$ cat src/rtl/ofdm_symbol_scheduler.sv
// OFDM symbol scheduler: walks every carrier of every symbol in a frame,
// tags it as null, pilot or data, and emits one sample per carrier through
// a single-stage valid/ready output register. Data carriers pull samples
// from the mapper. Pilot carriers are BPSK values driven by a 7-bit PRBS.
module ofdm_symbol_scheduler #(
    parameter int                      N_FFT         = 1024,
    parameter int                      IDX_W         = 11,
    parameter int                      SMP_W         = 16,
    parameter int                      GUARD_LO      = 100,
    parameter int                      GUARD_HI      = 99,
    parameter int                      PILOT_SPACING = 12,
    parameter logic signed [SMP_W-1:0] PILOT_AMP     = 16'sd11585
) (
    input  logic               clk,
    input  logic               res,
    input  logic               en,
    input  logic               start,
    input  logic [7:0]         num_symbols,
    input  logic               din_valid,
    output logic               din_ready,
    input  logic [2*SMP_W-1:0] din,
    output logic               dout_valid,
    input  logic               dout_ready,
    output logic [2*SMP_W-1:0] dout,
    output logic [1:0]         dout_type,
    output logic [IDX_W-1:0]   count_index,
    output logic               sop,
    output logic               eop,
    output logic               last_sym,
    output logic               busy,
    output logic               done
);

    localparam int SP_W = (PILOT_SPACING > 1) ? $clog2(PILOT_SPACING) : 1;

    localparam logic [IDX_W-1:0] IDX_LAST = IDX_W'(N_FFT - 1);
    localparam logic [IDX_W-1:0] IDX_LO   = IDX_W'(GUARD_LO);
    localparam logic [IDX_W-1:0] IDX_HI   = IDX_W'(N_FFT - GUARD_HI);
    localparam logic [IDX_W-1:0] IDX_DC   = IDX_W'(N_FFT / 2);
    localparam logic [SP_W-1:0]  SP_LAST  = SP_W'(PILOT_SPACING - 1);

    localparam logic [1:0] TYPE_NULL  = 2'd0;
    localparam logic [1:0] TYPE_DATA  = 2'd1;
    localparam logic [1:0] TYPE_PILOT = 2'd2;

    typedef enum logic [1:0] {
        S_IDLE = 2'd0,
        S_RUN  = 2'd1,
        S_DONE = 2'd2
    } state_t;

    state_t             state_reg, state_next;
    logic [IDX_W-1:0]   idx_reg;
    logic [7:0]         sym_reg;
    logic [7:0]         sym_last_reg;
    logic [SP_W-1:0]    sp_reg;
    logic [6:0]         lfsr_reg;
    // Set once the final carrier of the frame has loaded; blocks further loads
    // while that beat waits for the IFFT.
    logic               tail_reg;

    logic               dout_valid_reg;
    logic [2*SMP_W-1:0] dout_reg;
    logic [1:0]         dout_type_reg;
    logic [IDX_W-1:0]   count_index_reg;
    logic               sop_reg;
    logic               eop_reg;
    logic               last_sym_reg;

    logic               is_guard;
    logic               is_null;
    logic               is_pilot;
    logic               is_data;
    logic [SP_W-1:0]    sp_eff;
    logic               load;
    logic               start_ok;
    logic [SMP_W-1:0]   pilot_i;
    logic [2*SMP_W-1:0] sample_next;
    logic [1:0]         type_next;

    // The spacing phase restarts at the first active carrier, so treat the
    // counter as zero there regardless of what the previous symbol left in it.
    assign is_guard = (idx_reg < IDX_LO) || (idx_reg >= IDX_HI);
    assign is_null  = is_guard || (idx_reg == IDX_DC);
    assign sp_eff   = (idx_reg == IDX_LO) ? '0 : sp_reg;
    assign is_pilot = !is_null && (sp_eff == '0);
    assign is_data  = !is_null && !is_pilot;

    assign start_ok = en && (state_reg == S_IDLE) && start;
    assign load     = !res && en && (state_reg == S_RUN) && !tail_reg
                      && (!dout_valid_reg || dout_ready)
                      && (!is_data || din_valid);

    assign din_ready = load && is_data;
    assign pilot_i   = lfsr_reg[6] ? -PILOT_AMP : PILOT_AMP;

    // Select the sample and tag for the carrier currently addressed by idx.
    always_comb begin
        sample_next = '0;
        type_next   = TYPE_NULL;
        if (is_data) begin
            sample_next = din;
            type_next   = TYPE_DATA;
        end else if (is_pilot) begin
            sample_next = {pilot_i, {SMP_W{1'b0}}};
            type_next   = TYPE_PILOT;
        end
    end

    // State register; en low freezes the FSM.
    always_ff @(posedge clk) begin
        if (res) begin
            state_reg <= S_IDLE;
        end else if (en) begin
            state_reg <= state_next;
        end
    end

    // Next-state logic: the frame ends when its final eop beat is accepted.
    always_comb begin
        state_next = state_reg;
        case (state_reg)
            S_IDLE: if (start) state_next = S_RUN;
            S_RUN:  if (dout_valid_reg && dout_ready && eop_reg && last_sym_reg)
                        state_next = S_DONE;
            S_DONE: state_next = S_IDLE;
            default: state_next = S_IDLE;
        endcase
    end

    // Carrier/symbol walk, pilot spacing phase and pilot PRBS.
    always_ff @(posedge clk) begin
        if (res) begin
            idx_reg      <= '0;
            sym_reg      <= '0;
            sym_last_reg <= '0;
            sp_reg       <= '0;
            lfsr_reg     <= 7'h7F;
            tail_reg     <= 1'b0;
        end else if (en) begin
            if (start_ok) begin
                idx_reg      <= '0;
                sym_reg      <= '0;
                sym_last_reg <= (num_symbols == 8'd0) ? 8'd0 : num_symbols - 8'd1;
                sp_reg       <= '0;
                lfsr_reg     <= 7'h7F;
                tail_reg     <= 1'b0;
            end else if (load) begin
                if (!is_guard) begin
                    sp_reg <= (sp_eff == SP_LAST) ? '0 : sp_eff + SP_W'(1);
                end
                if (is_pilot) begin
                    lfsr_reg <= {lfsr_reg[5:0], lfsr_reg[6] ^ lfsr_reg[3]};
                end
                if (idx_reg == IDX_LAST) begin
                    idx_reg <= '0;
                    if (sym_reg == sym_last_reg) begin
                        tail_reg <= 1'b1;
                    end else begin
                        sym_reg <= sym_reg + 8'd1;
                    end
                end else begin
                    idx_reg <= idx_reg + IDX_W'(1);
                end
            end
        end
    end

    // Single-stage output register; tags travel with the sample.
    always_ff @(posedge clk) begin
        if (res) begin
            dout_valid_reg  <= 1'b0;
            dout_reg        <= '0;
            dout_type_reg   <= TYPE_NULL;
            count_index_reg <= '0;
            sop_reg         <= 1'b0;
            eop_reg         <= 1'b0;
            last_sym_reg    <= 1'b0;
        end else if (en) begin
            if (load) begin
                dout_valid_reg  <= 1'b1;
                dout_reg        <= sample_next;
                dout_type_reg   <= type_next;
                count_index_reg <= idx_reg;
                sop_reg         <= (idx_reg == '0);
                eop_reg         <= (idx_reg == IDX_LAST);
                last_sym_reg    <= (sym_reg == sym_last_reg);
            end else if (dout_ready) begin
                dout_valid_reg  <= 1'b0;
            end
        end
    end

    assign dout_valid  = dout_valid_reg;
    assign dout        = dout_reg;
    assign dout_type   = dout_type_reg;
    assign count_index = count_index_reg;
    assign sop         = sop_reg;
    assign eop         = eop_reg;
    assign last_sym    = last_sym_reg;
    assign busy        = (state_reg != S_IDLE);
    assign done        = (state_reg == S_DONE);

endmodule

$ cat config.mk
export PLATFORM = sky130hd
export DESIGN_NAME = ofdm_symbol_scheduler
export DESIGN_NICKNAME = d
export VERILOG_FILES = /design/src/rtl/ofdm_symbol_scheduler.sv
export SDC_FILE = /design/constraint.sdc
export NUM_CORES = 1
export LEC_CHECK = 0
export ABC_AREA = 1
export CAP_MARGIN = 5
export CORE_UTILIZATION = 60
export DETAILED_ROUTE_END_ITERATION = 8
export DONT_BUFFER_PORTS = 1
export PLACE_DENSITY = 0.86
export SLEW_MARGIN = 20
export SYNTH_ARGS = -nofsm -noshare
export SYNTH_HDL_FRONTEND = slang
export SYNTH_SLANG_ARGS = --single-unit
$ cat constraint.sdc
create_clock -name clk -period 6.5 [get_ports clk]
set_input_delay 0.975 -clock clk [delete_from_list [all_inputs] [get_ports clk]]
set_output_delay 0.975 -clock clk [all_outputs]
set_load 0.1 [all_outputs]
==> impl_results.md <==
- Post-synthesis register bit count: 90
- Worst setup SP type: input port
- Wire length of the first global-routing pass: 15700 um
- Synth-to-layout area growth: 6.03%
- Drt wl/cell: 14.8 um
- WS Path Type: in2out
- Initial antenna violation count: 0
- Htree depth: 3
- Drt total wl: 9640 um
- Die X: ~85 um
- Crit share post-route: about 65%
- Detailed-route DRC error count: 0
- GRT Total Usage: 26.8%
- Mapped Area: 4170 um2
- Final GP Congestion: between 0.8 and 0.9
- Max layer used: met4
- Vias in the first global route: approximately 3500
- Max_slew headroom: approximately a quarter
- I/O Buffers: 0
- Final Skew: 0.00705 ns
- FMAX: 236 MHz
- GR Overflow Total: 0
- Reg2reg start: idx_reg[1]
- Post-DRT Antenna Nets: 0
- Number of synthesized flops with an enable pin: 0
- Core ar.: slightly below 7000 um2
- Met3 WL: between 600 and 700 um
- FFs w/ async S/R, synth: 0%
- Initial DRC count: 230
- RSZ-0062 raised after global routing: no
- Minimum clock period: around 4.2 ns
- Crit-path slowest cell: nor2_4
- Num CTS Buffers: 9
- Hold Fails Final Rpt: 0
- Final HPWL from detailed placement: around 6600 um
- Crit-path leading delay family: simple AND/OR/NAND/NOR gates
- Worst R2R End: dout[16]
- Clk slew on worst S/H paths: approximately 0.090 ns
- Drt first pass iters: 6
- Worst Hold Depth: 2
- Inserted Diodes: 0
- Max IR drop VDD: 176 uV
- Syn. warnings: 0
- CTS tree: built
- Final slew viol count: 0
- Clk root buf: clkbuf_8
- Final Instance Area: roughly 4400 um2
- Largest net degree at the start of global routing: 50
- CTS Hold Bufs: 0
- Post-CTS setup buffer count: 0
- Fill cells: 560
- Clk sink count: 90
- CTS Buffer Depth: 2
- Crit path required time: 5.52 ns
- Count of cell types in the netlist: 34
- Reg2reg path depth: 13
- LEAKAGE: approximately 1.9 nW
- Crit path DAT: about 3.3 ns
- DR WL met2: between 4000 and 5000 um
- Hold EP: state_reg[1]
- Initial Util: between 60% and 70%
- Slew @ Worst Pin: 1.11 ns
- Clk Latency, worst-skew pair: around 0.36 ns
- HP Start: state_reg[1]
- DR vias/cell: about 5.7
- Status: finished clean
- Buf/Inv on CP: 1
- Final setup TNS: 0 ns
- Fin Hold WS: 0.487 ns
- P per Cell Area: 264 nW/um2
- Final setup fails: 0
- Max cap viols: 0
- Sequential area share after synthesis: 43.2%
- WL met1: approximately 4200 um
- R2R Setup Slk: roughly 3.4 ns
- Die area: approximately 7300 um2
- Mapped Cells: around 580
- Row count: 30
- WP depth: 5
- Slowest stage delay, CP: between 0.8 and 0.9 ns
- Die Y: about 85 um
- Max reg flops: 32
- Total power: roughly 1.2 mW
- Synth Area per Inst: just over 7 um2
- Post-synth top flop: dfxtp_1
- Post-Syn Nets: 630
- Cell Chain, Critical Path: inv_2, nand4_1, a21oi_1, nand2_4, nor2_4
- Fin nets: between 600 and 700
- Vias: around 3700
- Crit path max fanout: about 50
- Crit. End Element: output port
- Type of the tightest min-delay check: reg2reg
- Share of cells above drive strength 1: 8.41%
- I/O Pins: 98
- Area after DPL: about 4200 um2
- Post_cts resized: 0
-- power by group --
group,internal (mW),switching [mW],total [mW]
clock,0.294,0.200,0.495
sequential,0.563,0.0436,0.607
combinational,0.0194,0.0456,0.0650
-- worst max path at each step --
stage | slack (ns) | startpoint | endpoint
2_1_floorplan | 3.17 | res | din_ready
3_3_place_gp | 2.34 | res | din_ready
3_5_place_dp | 2.26 | res | din_ready
4_1_cts | 2.26 | res | din_ready
5_1_grt | 2.10 | res | din_ready
6_report | 2.26 | res | din_ready
-- through the flow --
| stage | setup slack [ns] | instances | utilization, % |
|---|---|---|---|
| floorplan | 3.17 | 577 | - |
| global placement | 2.34 | 635 | 61.6 |
| detailed placement | 2.26 | 635 | 61.6 |
| CTS | 2.26 | 651 | 65.5 |
| global route | 2.10 | 651 | 65.5 |
| finish | 2.26 | 651 | 65.5 |
-- cell usage after synthesis (3+ instances only) --
| cell | number | area share (%) |
|---|---|---|
| dfxtp_1 | 90 | 43 |
| xnor2_1 | 5 | 1.0 |
| buf_4 | 4 | 0.72 |
| nand3_1 | 31 | 3.7 |
| o221ai_1 | 5 | 1.0 |
| ha_1 | 7 | 2.1 |
| inv_2 | 10 | 0.90 |
| a21oi_1 | 55 | 6.6 |
| o22ai_1 | 5 | 0.75 |
| nor3_1 | 3 | 0.36 |
| xor2_1 | 10 | 2.1 |
| o21ai_1 | 14 | 1.7 |
| nor3_2 | 4 | 0.96 |
| nand2_1 | 109 | 9.8 |
| buf_2 | 6 | 0.72 |
| inv_1 | 55 | 4.9 |
| or2_2 | 6 | 0.90 |
| nor2_1 | 78 | 7.0 |
| clkbuf_1 | 10 | 0.90 |
| nand4_1 | 8 | 1.2 |
| o21ai_0 | 42 | 5.0 |
-- cells in the final DEF, fill, tap and decap left out --
cell,n
bufinv_16,4
nand2_1,109
o22ai_1,5
o21ai_0,42
or2_2,6
o21ai_2,1
nor3_2,4
clkinvlp_4,1
nand4_4,1
a21oi_1,55
dfxtp_1,90
o221ai_1,5
clkinv_4,1
nor3_1,3
ha_1,7
o21a_1,2
a41oi_1,1
inv_2,10
nor2_2,3
nor2_4,2
nand2_4,1
or3_1,2
clkbuf_8,9
nand3_1,31
xnor2_1,5
clkinv_2,1
inv_1,55
o21ai_1,14
buf_4,1
nand3_2,2
nand2_2,1
xor2_1,10
o211ai_1,2
nor2_1,77
nand4_1,8
-- final cells by class --
type	count	area, um2	share of cell area, %
clock inverters	7	141	3.20
flip-flops and latches	90	1800	40.7
well taps	80	100	2.26
clock buffers	9	124	2.80
inverters	65	244	5.51
repair buffers	1	7.51	0.170
multi-input cells	399	2010	45.3
-- kinds of logic (layout without fill, tap and decap cells) --
logic type	Yosys count	after routing	share of synthesized area [%]
DFF	90	90	43.2
buffers and inverters	88	82	8.82
adders and majority gates	7	7	2.10
and+or+nand+nor	250	250	26.5
AOI/OAI and AO/OA	127	127	16.3
xor gates and xnor gates	15	15	3.15
-- per-layer routing --
| layer | track usage, % | vias to the layer above |
|---|---|---|
| met4 | 13.5 | 0 |
| met5 | 0 | - |
| met3 | 6.52 | 23 |
| met2 | 44.1 | 112 |
| met1 | 32.9 | 1742 |
| li1 | - | 1850 |
-- worst min-delay path, stage by stage, from the launching register on --
cell and delay [ns]:
dfxtp_1 0.34, nand2_1 0.07, a21oi_1 0.05
Power figures use the tool's default switching activity.
